[src/rtl/dds_pkg.sv]
// Purpose: shared DDS constants, control-word type, FSM state type and ms-to-cycle helper.
// Latency: none (declarations only).
// Backpressure: none.
package dds_pkg;

    localparam int CLK_HZ       = 50_000_000;
    localparam int DDS_KW_WIDTH = 12;
    localparam int DDS_KW_MIN   = 1;
    localparam int DDS_KW_MAX   = 4095;

    // Control word as seen by the wave/phase-accumulator stage
    typedef logic [DDS_KW_WIDTH-1:0] kw_t;

    typedef enum logic [1:0] {
        ST_IDLE        = 2'd0,
        ST_REPEAT_WAIT = 2'd1,
        ST_REPEATING   = 2'd2,
        ST_BOTH_LOCK   = 2'd3
    } kw_state_e;

    // Milliseconds to CLK cycles at CLK_HZ
    function automatic int ms_to_cyc(input int ms);
        return (CLK_HZ / 1000) * ms;
    endfunction

endpackage

[src/rtl/key_debounce.sv]
// Purpose: synchronise one raw active-low key, debounce it, emit a press pulse and held level.
// Latency: 2 sync cycles + DEBOUNCE_CYC cycles from a clean raw edge to key_press/key_held.
// Backpressure: none; key_press is a single-cycle pulse that must be consumed when it fires.
module key_debounce
    import dds_pkg::*;
#(
    parameter int DEBOUNCE_CYC = ms_to_cyc(20)
) (
    input  logic CLK,
    input  logic Rstn,
    input  logic key_raw,
    output logic key_press,
    output logic key_held
);

    localparam int CW = $clog2(DEBOUNCE_CYC + 1);

    logic          key_sync1;
    logic          key_sync2;
    logic          key_level;
    logic [CW-1:0] stable_cnt;

    // Two-flop synchroniser; comes out of reset reading "released"
    always_ff @(posedge CLK or negedge Rstn) begin
        if (!Rstn) begin
            key_sync1 <= 1'b1;
            key_sync2 <= 1'b1;
        end else begin
            key_sync1 <= key_raw;
            key_sync2 <= key_sync1;
        end
    end

    // Accept a new level only after it has differed from the accepted one for DEBOUNCE_CYC cycles
    always_ff @(posedge CLK or negedge Rstn) begin
        if (!Rstn) begin
            key_level  <= 1'b1;
            stable_cnt <= '0;
            key_press  <= 1'b0;
        end else begin
            key_press <= 1'b0;
            if (key_sync2 != key_level) begin
                if (stable_cnt == CW'(DEBOUNCE_CYC - 1)) begin
                    key_level  <= key_sync2;
                    stable_cnt <= '0;
                    key_press  <= ~key_sync2;
                end else begin
                    stable_cnt <= stable_cnt + CW'(1);
                end
            end else begin
                stable_cnt <= '0;
            end
        end
    end

    assign key_held = ~key_level;

endmodule

[src/rtl/key_freq_word_ctrl.sv]
// Purpose: turn add/sub push-buttons into a saturating DDS frequency word with auto-repeat.
// Latency: accepted press -> KW on next edge; clean raw edge -> KW in 2 + DEBOUNCE_CYC + 1 cycles.
// Backpressure: none; KW is always valid and KW_Change strobes once per actual value change.
module key_freq_word_ctrl
    import dds_pkg::*;
#(
    parameter int KW_WIDTH       = DDS_KW_WIDTH,
    parameter int KW_RESET       = 1,
    parameter int KW_MIN         = DDS_KW_MIN,
    parameter int KW_MAX         = DDS_KW_MAX,
    parameter int KW_STEP        = 1,
    parameter int DEBOUNCE_CYC   = ms_to_cyc(20),
    parameter int REPEAT_DLY_CYC = ms_to_cyc(500),
    parameter int REPEAT_PER_CYC = ms_to_cyc(100)
) (
    input  logic                CLK,
    input  logic                Rstn,
    input  logic                KW_Add_In,
    input  logic                KW_Sub_In,
    output logic [KW_WIDTH-1:0] KW,
    output logic                KW_Change
);

    localparam int EW   = KW_WIDTH + 1;
    localparam int TMAX = (REPEAT_DLY_CYC > REPEAT_PER_CYC) ? REPEAT_DLY_CYC : REPEAT_PER_CYC;
    localparam int TW   = $clog2(TMAX + 1);

    kw_state_e             state;
    logic                  active_sub;
    logic [TW-1:0]         rpt_timer;
    logic                  add_press;
    logic                  add_held;
    logic                  sub_press;
    logic                  sub_held;
    logic                  active_held;
    logic                  step_sub;
    logic [EW-1:0]         kw_ext;
    logic [EW-1:0]         kw_up;
    logic [KW_WIDTH-1:0]   kw_stepped;
    logic                  kw_differs;

    key_debounce #(.DEBOUNCE_CYC(DEBOUNCE_CYC)) u_add_key (
        .CLK       (CLK),
        .Rstn      (Rstn),
        .key_raw   (KW_Add_In),
        .key_press (add_press),
        .key_held  (add_held)
    );

    key_debounce #(.DEBOUNCE_CYC(DEBOUNCE_CYC)) u_sub_key (
        .CLK       (CLK),
        .Rstn      (Rstn),
        .key_raw   (KW_Sub_In),
        .key_press (sub_press),
        .key_held  (sub_held)
    );

    // Saturating one-step value; direction comes from the fresh press in IDLE, else the latched key
    always_comb begin
        step_sub    = (state == ST_IDLE) ? sub_press : active_sub;
        active_held = active_sub ? sub_held : add_held;
        kw_ext      = {1'b0, KW};
        kw_up       = kw_ext + EW'(KW_STEP);
        kw_stepped  = KW;
        if (step_sub) begin
            if (kw_ext < EW'(KW_MIN + KW_STEP)) begin
                kw_stepped = KW_WIDTH'(KW_MIN);
            end else begin
                kw_stepped = KW_WIDTH'(kw_ext - EW'(KW_STEP));
            end
        end else begin
            if (kw_up > EW'(KW_MAX)) begin
                kw_stepped = KW_WIDTH'(KW_MAX);
            end else begin
                kw_stepped = kw_up[KW_WIDTH-1:0];
            end
        end
        kw_differs = (kw_stepped != KW);
    end

    // Press/hold/repeat FSM with a shared countdown timer; both keys held always forces the lock
    always_ff @(posedge CLK or negedge Rstn) begin
        if (!Rstn) begin
            state      <= ST_IDLE;
            KW         <= KW_WIDTH'(KW_RESET);
            KW_Change  <= 1'b0;
            rpt_timer  <= '0;
            active_sub <= 1'b0;
        end else begin
            KW_Change <= 1'b0;
            if (add_held && sub_held) begin
                state <= ST_BOTH_LOCK;
            end else begin
                case (state)
                    ST_IDLE: begin
                        if (add_press ^ sub_press) begin
                            active_sub <= sub_press;
                            KW         <= kw_stepped;
                            KW_Change  <= kw_differs;
                            rpt_timer  <= TW'(REPEAT_DLY_CYC - 1);
                            state      <= ST_REPEAT_WAIT;
                        end
                    end
                    ST_REPEAT_WAIT, ST_REPEATING: begin
                        if (!active_held) begin
                            state <= ST_IDLE;
                        end else if (rpt_timer == '0) begin
                            KW        <= kw_stepped;
                            KW_Change <= kw_differs;
                            rpt_timer <= TW'(REPEAT_PER_CYC - 1);
                            state     <= ST_REPEATING;
                        end else begin
                            rpt_timer <= rpt_timer - TW'(1);
                        end
                    end
                    ST_BOTH_LOCK: begin
                        if (!add_held && !sub_held) begin
                            state <= ST_IDLE;
                        end
                    end
                    default: state <= ST_IDLE;
                endcase
            end
        end
    end

endmodule

[config.mk]
export PLATFORM = sky130hd
export DESIGN_NAME = key_freq_word_ctrl
export DESIGN_NICKNAME = d
export VERILOG_FILES = /design/src/rtl/dds_pkg.sv /design/src/rtl/key_debounce.sv /design/src/rtl/key_freq_word_ctrl.sv
export SDC_FILE = /design/constraint.sdc
export NUM_CORES = 1
export LEC_CHECK = 0
export BUFFER_PORTS_ARGS = -buffer_cell sky130_fd_sc_hd__clkbuf_2
export CAP_MARGIN = 20
export CELL_PAD_IN_SITES_DETAIL_PLACEMENT = 1
export CELL_PAD_IN_SITES_GLOBAL_PLACEMENT = 1
export CORE_UTILIZATION = 34
export DETAILED_ROUTE_END_ITERATION = 16
export PLACE_DENSITY_LB_ADDON = 0.1
export SLEW_MARGIN = 15
export SYNTH_ARGS = -nofsm -noshare
export SYNTH_HDL_FRONTEND = slang
export SYNTH_SLANG_ARGS = --single-unit
[constraint.sdc]
create_clock -name CLK -period 6.3 [get_ports CLK]
set_clock_uncertainty 0.1 [all_clocks]
set_input_delay 1.26 -clock CLK [delete_from_list [all_inputs] [get_ports CLK]]
set_output_delay 1.26 -clock CLK [all_outputs]
set_load 0.1 [all_outputs]
==> metrics.yaml, run 1 <==
global_routing:
  global_routing_s_busiest_layer: "met2"
  groute.usage.overall: 0.176
  groute.layer.met1.usage: 0.238
  grt_pass1_wl_mm: 20.7
  met3_usage: 0.0283
  global_route.overflow_total: 0
  antenna_found_initial: 0
  grt_util_met2: 0.284
  grt_start_max_net_pins: 62
  via_count_of_the_first_global_routing_pass: 4206
final_layout:
  areaGrowthSynthToFinish_pct: 11.1
  finalInstanceArea_um2: 5520
  final-instance-count-excl-fill: 743
  antenna_cells: 0
  drive_gt1_frac: 0.126
  fin_nets: 572
  layout.cells.most_common: "sky130_fd_sc_hd__dfrtp_1"
  layout.cells.most_common_list: "sky130_fd_sc_hd__dfrtp_1, sky130_fd_sc_hd__nor2_1, sky130_fd_sc_hd__nand2_1, sky130_fd_sc_hd__nand3_1, sky130_fd_sc_hd__xor2_1"
critical_path:
  timing.critical_path.slowest_stage_cell: "sky130_fd_sc_hd__dfrtp_1"
  timing.reg2reg.worst_path_depth: 8
  critical_path.startpoint_type: "flip-flop"
  rr_startpoint: "u_add_key.key_level$_DFFE_PN1P_"
  critPathRequiredTime_ps: 4940
  worst_path_largest_cell_delay_ps: 610
  timing.reg2reg.setup_slack_ps: 3550
  crit_arrival_ps: 1500
  reg2reg_to: "rpt_timer[23]$_DFFE_PN0P_"
  cp_top_family: "flip-flops"
  path_class: "flip-flop to primary output"
  path_depth: 1
  worstSetupStartpoint: "KW[7]$_DFFE_PN0P_"
  timing.critical_path.buf_inv: 1
  top_fanout_value_on_the_critical_path: 15
  critPathCaptureType: "primary output"
  crit_path_cell_trace: "clkbuf_2"
pwr:
  power.density_nw_per_um2: 207
  leakage_nw: 2.50
  ir_drop_uv: 116
  report.power.total_mw: 1.14
placement:
  post_dp_cell_area_um2: 5220
  io_port_bufs: 16
  dp_hpwl_mm: 8.41
  finalWeightedCongestion: 0.769
  placedCellCount: 727
cts:
  tritoncts_clock_tree: "built"
  cts_hold_repair.buffers: 0
  clock_insertion_delay_worst_skew_ps: 350
  cts.htree.levels: 3
  clock_sink_count: 89
  cts_max_path_buffers: 2
  post_cts_clock_slew_at_the_launch_and_capture_registers_of_the_worst_setup_and_hold_paths_ps: 60
  tritoncts.num_buffers: 9
  cells_resized_by_post_cts_repair: 0
  clk_root_buffer_cell: "sky130_fd_sc_hd__clkbuf_16"
  total_setup_buffers_inserted_after_cts: 0
timing:
  max_transition_margin: 0.472
  grt_setup_unrepaired: "false"
  final_hold_violation_count: 0
  fmaxAchievable_ghz: 0.350
  tightest_slew_ps: 792
  setup_tns_ps: 0
  report.final.slew_viol_count: 0
  setup_viol: 0
  period_share: 0.454
  layout_min_cycle_time_ps: 2860
worst_hold_path:
  worst_hold_path.num_cells: 0
  hold-path-endpoint: "u_add_key.key_sync2$_DFF_PN1_"
  hp-start: "u_add_key.key_sync1$_DFF_PN1_"
  min-delay-path-class: "flip-flop to flip-flop"
floorplanning:
  die_height_um: 123
  floorplan.die_area_um2: 15100
  boundaryPins: 17
  initial_core_util: 0.354
  placementRows: 43
  fp.coreArea_um2: 14000
  die_width_um: 123
route:
  post_drt_via_cell_ratio: 5.36
  drt_iter0_drc: 165
  routed-via-count: 3980
  route.antenna.remaining_nets: 0
  post-route-drc-count: 0
  post_drt_wl_per_cell_um: 16.2
  drtPass1Iterations: 4
  postRouteWirelength_mm: 12.0
job:
  max_cap_viol_count: 0
yosys:
  synthesis.area_um2: 4970
  postSynthNetCount: 560
  synthCells: 546
  synthFlopType: "sky130_fd_sc_hd__dfrtp_1"
  synthesis.yosys.warnings: 0
  yosysSeqAreaShare: 0.450
  postSynth.asyncResetShare: 1.00
  ys_types: 61
  synth_area_per_cell_um2: 9.10
  synth_enable_flop_cells: 0
  yosys_register_bits: 89
run_status:
  status: "complete, no violations"
worst max-delay path by stage:
stage	end	slack (ps)
final	KW[7]	3440
after global routing	KW[10]$_DFFE_PN0P_	3290
after CTS	KW[7]	3420
after detailed placement	rpt_timer[23]$_DFFE_PN0P_	3580
after global placement	rpt_timer[23]$_DFFE_PN0P_	3670
after floorplan	KW[5]$_DFFE_PN0P_	3470
layout make-up:
class / count / area, um2
inverters: 16 / 60.1
well taps: 180 / 225
repair buffers: 19 / 105
clock buffers: 10 / 239
flip-flops and latches: 89 / 2240
fillers: 1613 / 8530
clock inverters: 6 / 53.8
multi-input cells: 423 / 2600
per-layer routing:
layer	vias to the layer above	part of all wire	wire length [um]
met1	1978	0.49	5900
li1	1967	-	-
met2	24	0.48	5770
met5	-	0	0
met4	0	0.014	172
met3	11	0.017	200
where the power goes:
group / switching (mW) / internal, mW / total [mW]
Sequential: 0.00446 / 0.577 / 0.581
Combinational: 0.0182 / 0.00474 / 0.0229
Clock: 0.253 / 0.287 / 0.540
sequential cells by signal, summed over array words and instances, names as in the netlist:
register / flops
u_sub_key.key_sync1: 1
KW: 12
u_sub_key.key_level: 1
u_add_key.key_press: 1
rpt_timer: 25
u_sub_key.key_press: 1
active_sub: 1
u_sub_key.stable_cnt: 20
state: 2
u_sub_key.key_sync2: 1
u_add_key.stable_cnt: 20
KW_Change: 1
u_add_key.key_level: 1
u_add_key.key_sync1: 1
u_add_key.key_sync2: 1
Yosys cell counts (3+ instances only):
cell,n,area [um2]
sky130_fd_sc_hd__or4_1,3,22.5
sky130_fd_sc_hd__xor2_1,31,272
sky130_fd_sc_hd__nand2_1,59,221
sky130_fd_sc_hd__o21ai_0,25,125
sky130_fd_sc_hd__nor2b_1,3,18.8
sky130_fd_sc_hd__dfstp_2,7,184
sky130_fd_sc_hd__and3_1,15,93.8
sky130_fd_sc_hd__o21ai_1,3,15.0
sky130_fd_sc_hd__nor4_1,12,75.1
sky130_fd_sc_hd__clkbuf_1,13,48.8
sky130_fd_sc_hd__and2_1,3,18.8
sky130_fd_sc_hd__o211ai_1,3,22.5
sky130_fd_sc_hd__mux2i_1,3,30.0
sky130_fd_sc_hd__buf_2,5,25.0
sky130_fd_sc_hd__nor2_1,68,255
sky130_fd_sc_hd__a21o_1,4,30.0
sky130_fd_sc_hd__nor3b_1,5,37.5
sky130_fd_sc_hd__nand3_1,31,155
sky130_fd_sc_hd__ha_1,10,125
sky130_fd_sc_hd__nor3_1,16,80.1
sky130_fd_sc_hd__mux2_2,3,33.8
sky130_fd_sc_hd__a21oi_1,23,115
sky130_fd_sc_hd__or2_2,7,43.8
sky130_fd_sc_hd__inv_1,15,56.3
sky130_fd_sc_hd__xnor2_1,23,201
sky130_fd_sc_hd__o41ai_1,3,26.3
sky130_fd_sc_hd__or3_2,4,30.0
sky130_fd_sc_hd__nand4_1,10,62.6
sky130_fd_sc_hd__a31oi_1,9,56.3
sky130_fd_sc_hd__o311ai_0,5,43.8
sky130_fd_sc_hd__dfrtp_1,82,2050
sky130_fd_sc_hd__or3_1,5,31.3
stage by stage:
stage	util	setup WS (ps)	hold WS, ps
finish	0.393	3440	258
global route	0.393	3290	265
CTS	0.393	3420	259
detailed placement	0.372	3580	249
global placement	0.372	3670	245
floorplan	-	3470	245
logic make-up (layout without fill, tap and decap cells):
logic type | count (synthesis) | in the layout | share of synthesized area
AO/OA/AOI/OAI | 95 | 95 | 0.123
XOR/XNOR | 54 | 54 | 0.0952
adder cells (fa/ha/maj) | 10 | 10 | 0.0252
buffers and inverters | 34 | 51 | 0.0270
flip-flops | 89 | 89 | 0.450
multiplexers | 6 | 6 | 0.0128
AND/OR/NAND/NOR | 258 | 258 | 0.266
No activity file was read; power rests on OpenSTA's default activity.
==> run 2, diff against run 1 <==
==> constraint.sdc (replaced) <==
create_clock -name CLK -period 2.35 [get_ports CLK]
set_clock_uncertainty 0.1 [all_clocks]
set_input_delay 0.47 -clock CLK [delete_from_list [all_inputs] [get_ports CLK]]
set_output_delay 0.47 -clock CLK [all_outputs]
set_load 0.1 [all_outputs]
==> metrics.yaml, run 2 (synthesis gave the netlist of run 1 again) <==
timing:
  period_share: 0.999
  max_transition_margin: 0.639  # +0.167
  layout_min_cycle_time_ps: 2350
  grt_setup_unrepaired: "true"
  report.final.slew_viol_count: 0  # unchanged
  setup_viol: 0  # unchanged
  holdWs_ps: 3.68  # -254 ps
  tightest_slew_ps: 542  # -250 ps
  final_hold_violation_count: 0  # unchanged
  fmaxAchievable_ghz: 0.426
placement:
  post_dp_cell_area_um2: 5740  # +10%
  dp_hpwl_mm: 9.61  # +14%
  finalWeightedCongestion: 0.787  # +2.3%
  io_port_bufs: 16  # unchanged
cts:
  cts.htree.levels: 3  # unchanged
  clock_insertion_delay_worst_skew_ps: 350  # about the same
  tritoncts.num_buffers: 9  # unchanged
  post_cts_clock_slew_at_the_launch_and_capture_registers_of_the_worst_setup_and_hold_paths_ps: 70  # about the same
  clock_sink_count: 89  # unchanged
  clk_root_buffer_cell: "sky130_fd_sc_hd__clkbuf_16"
  tritoncts_clock_tree: "built"
  cts_max_path_buffers: 2  # unchanged
critical_path:
  rr_startpoint: "KW[0]$_DFFE_PN1P_"
  timing.critical_path.slowest_stage_cell: "sky130_fd_sc_hd__dfstp_4"
  path_class: "flip-flop to flip-flop"
  critPathRequiredTime_ps: 2510  # -2430 ps
  critical_path.startpoint_type: "flip-flop"
  worst_path_largest_cell_delay_ps: 680  # +70 ps
  crit_arrival_ps: 2510  # +1010 ps
  timing.reg2reg.setup_slack_ps: 2  # -3550 ps
  timing.reg2reg.worst_path_depth: 9  # +1
  top_fanout_value_on_the_critical_path: 7  # -8
  cp_top_family: "compound AO/OA/AOI/OAI gates"
  crit_path_cell_trace: "inv_6, ha_4, inv_2, o41ai_4, nand3_2, a211oi_4, buf_6, nor2_2, o211ai_1"
  timing.critical_path.buf_inv: 3  # +2
  critPathCaptureType: "flip-flop"
  reg2reg_to: "KW[5]$_DFFE_PN0P_"
pwr:
  power.density_nw_per_um2: 511  # +150%
  report.power.total_mw: 3.20  # +180%
  leakage_nw: 2.86  # +15%
  ir_drop_uv: 508  # +340%
final_layout:
  areaGrowthSynthToFinish_pct: 26.4
  antenna_cells: 0  # unchanged
  layout.cells.most_common: "sky130_fd_sc_hd__dfrtp_1"
  drive_gt1_frac: 0.275  # +0.148
  final_core_util: 0.447  # +0.0541
  layout.cells.most_common_list: "sky130_fd_sc_hd__dfrtp_1, sky130_fd_sc_hd__buf_4, sky130_fd_sc_hd__nor2_1, sky130_fd_sc_hd__nand2_1, sky130_fd_sc_hd__xor2_1"
  layout_top_registers: "rpt_timer: 25 flops, u_add_key.stable_cnt: 20 flops, u_sub_key.stable_cnt: 20 flops"
  largest_register_ffs: 25  # unchanged
  largest-register: "rpt_timer"
  fin_nets: 639  # +12%
  finalInstanceArea_um2: 6270  # +14%
route:
  post_drt_wl_per_cell_um: 16.2  # about the same
  drt_iter0_drc: 181  # +9.7%
  drtPass1Iterations: 4  # unchanged
  postRouteWirelength_mm: 13.1  # +9.1%
  post_drt_via_cell_ratio: 5.30  # -1.1%
  post-route-drc-count: 0  # unchanged
  routed-via-count: 4291  # +7.8%
  route.antenna.remaining_nets: 0  # unchanged
global_routing:
  grt_pass1_wl_mm: 22.1  # +6.6%
  antenna_found_initial: 0  # unchanged
  via_count_of_the_first_global_routing_pass: 4391  # +4.4%
  grt_start_max_net_pins: 40  # -35%
  global_route.overflow_total: 0  # unchanged
  groute.usage.overall: 0.189  # +0.0124
worst_hold_path:
  min-delay-path-class: "input pin to async pin"
floorplanning:
  initial_core_util: 0.354  # unchanged
  fp.coreArea_um2: 14000  # unchanged
  die_height_um: 123  # unchanged
  floorplan.die_area_um2: 15100  # unchanged
  boundaryPins: 17  # unchanged
  die_width_um: 123  # unchanged
  placementRows: 43  # unchanged
job:
  max_cap_viol_count: 0  # unchanged
run_status:
  status: "complete, no violations"
==> run 2: cell count changes in the layout (fill, tap and decap cells not counted), moves of 4 or more <==
cell	delta
sky130_fd_sc_hd__ha_1	-5
sky130_fd_sc_hd__o21ai_0	-5
sky130_fd_sc_hd__dfrtp_1	-8
sky130_fd_sc_hd__nor2_1	-4
sky130_fd_sc_hd__buf_4	+62
sky130_fd_sc_hd__ha_2	+4
sky130_fd_sc_hd__inv_1	-4
sky130_fd_sc_hd__dfrtp_2	+6
==> run 2: worst max path at each step <==
stage                                     to  cells after the start                            start  slack [ps]
finish                     KW[5]$_DFFE_PN0P_                      9                KW[0]$_DFFE_PN1P_           2
global route               KW[5]$_DFFE_PN0P_                      9                KW[0]$_DFFE_PN1P_        -150
CTS                 rpt_timer[6]$_DFFE_PN0P_                      8  u_add_key.key_level$_DFFE_PN1P_          -4
detailed placement        KW[10]$_DFFE_PN0P_                      9                KW[0]$_DFFE_PN1P_         -30
global placement          KW[10]$_DFFE_PN0P_                      9                KW[0]$_DFFE_PN1P_         -40
floorplan                  KW[8]$_DFFE_PN0P_                      9                KW[1]$_DFFE_PN0P_         -60
==> run 2: layer usage <==
| metal | GRT usage | vias to the layer above | routed length [um] |
|---|---|---|---|
| met2 | 0.310 | 31 | 6390 |
| met5 | 0 | - | 0 |
| met4 | 0.0579 | 0 | 195 |
| met1 | 0.250 | 2148 | 6260 |
| li1 | - | 2097 | - |
| met3 | 0.0358 | 15 | 293 |
==> run 2: power by group <==
part / switching, mW / total (mW) / internal [mW]
logic: 0.0507 / 0.0713 / 0.0206
clock network: 0.635 / 1.58 / 0.941
registers: 0.0118 / 1.56 / 1.55
total: 0.697 / 3.20 / 2.51
==> run 2: repair_timing <==
action / 4_1_cts / 5_1_grt
setup buffers: 4 / 7
setup endpoints to repair: 11 / 27
resized for setup: 10 / 25
hold buffers: 0 / 0
pin swaps: 3 / 7
==> run 2: worst register-to-register path: stages, from the launching register on <==
cell and delay (ps):
sky130_fd_sc_hd__dfstp_4 680, sky130_fd_sc_hd__inv_6 60, sky130_fd_sc_hd__ha_4 250, sky130_fd_sc_hd__inv_2 40
sky130_fd_sc_hd__o41ai_4 340, sky130_fd_sc_hd__nand3_2 150, sky130_fd_sc_hd__a211oi_4 270, sky130_fd_sc_hd__buf_6 150
sky130_fd_sc_hd__nor2_2 40, sky130_fd_sc_hd__o211ai_1 170
==> run 2: layout make-up <==
type	count	area (um2)
fillers	1631	7770
clock buffers	9	225
flip-flops and latches	89	2250
repair buffers	86	644
inverters	16	67.6
well taps	180	225
multi-input cells	423	2760
clock inverters	7	101
==> run 2: metrics by stage <==
stage,setup WS (ps),setup TNS (ps),std cells
2_1_floorplan,-57.2,-136,546
3_3_place_gp,-44.3,-51.3,783
3_5_place_dp,-31.8,-70.5,783
4_1_cts,-4.13,-10.5,803
5_1_grt,-148,-1230,810
6_report,2.45,0,810
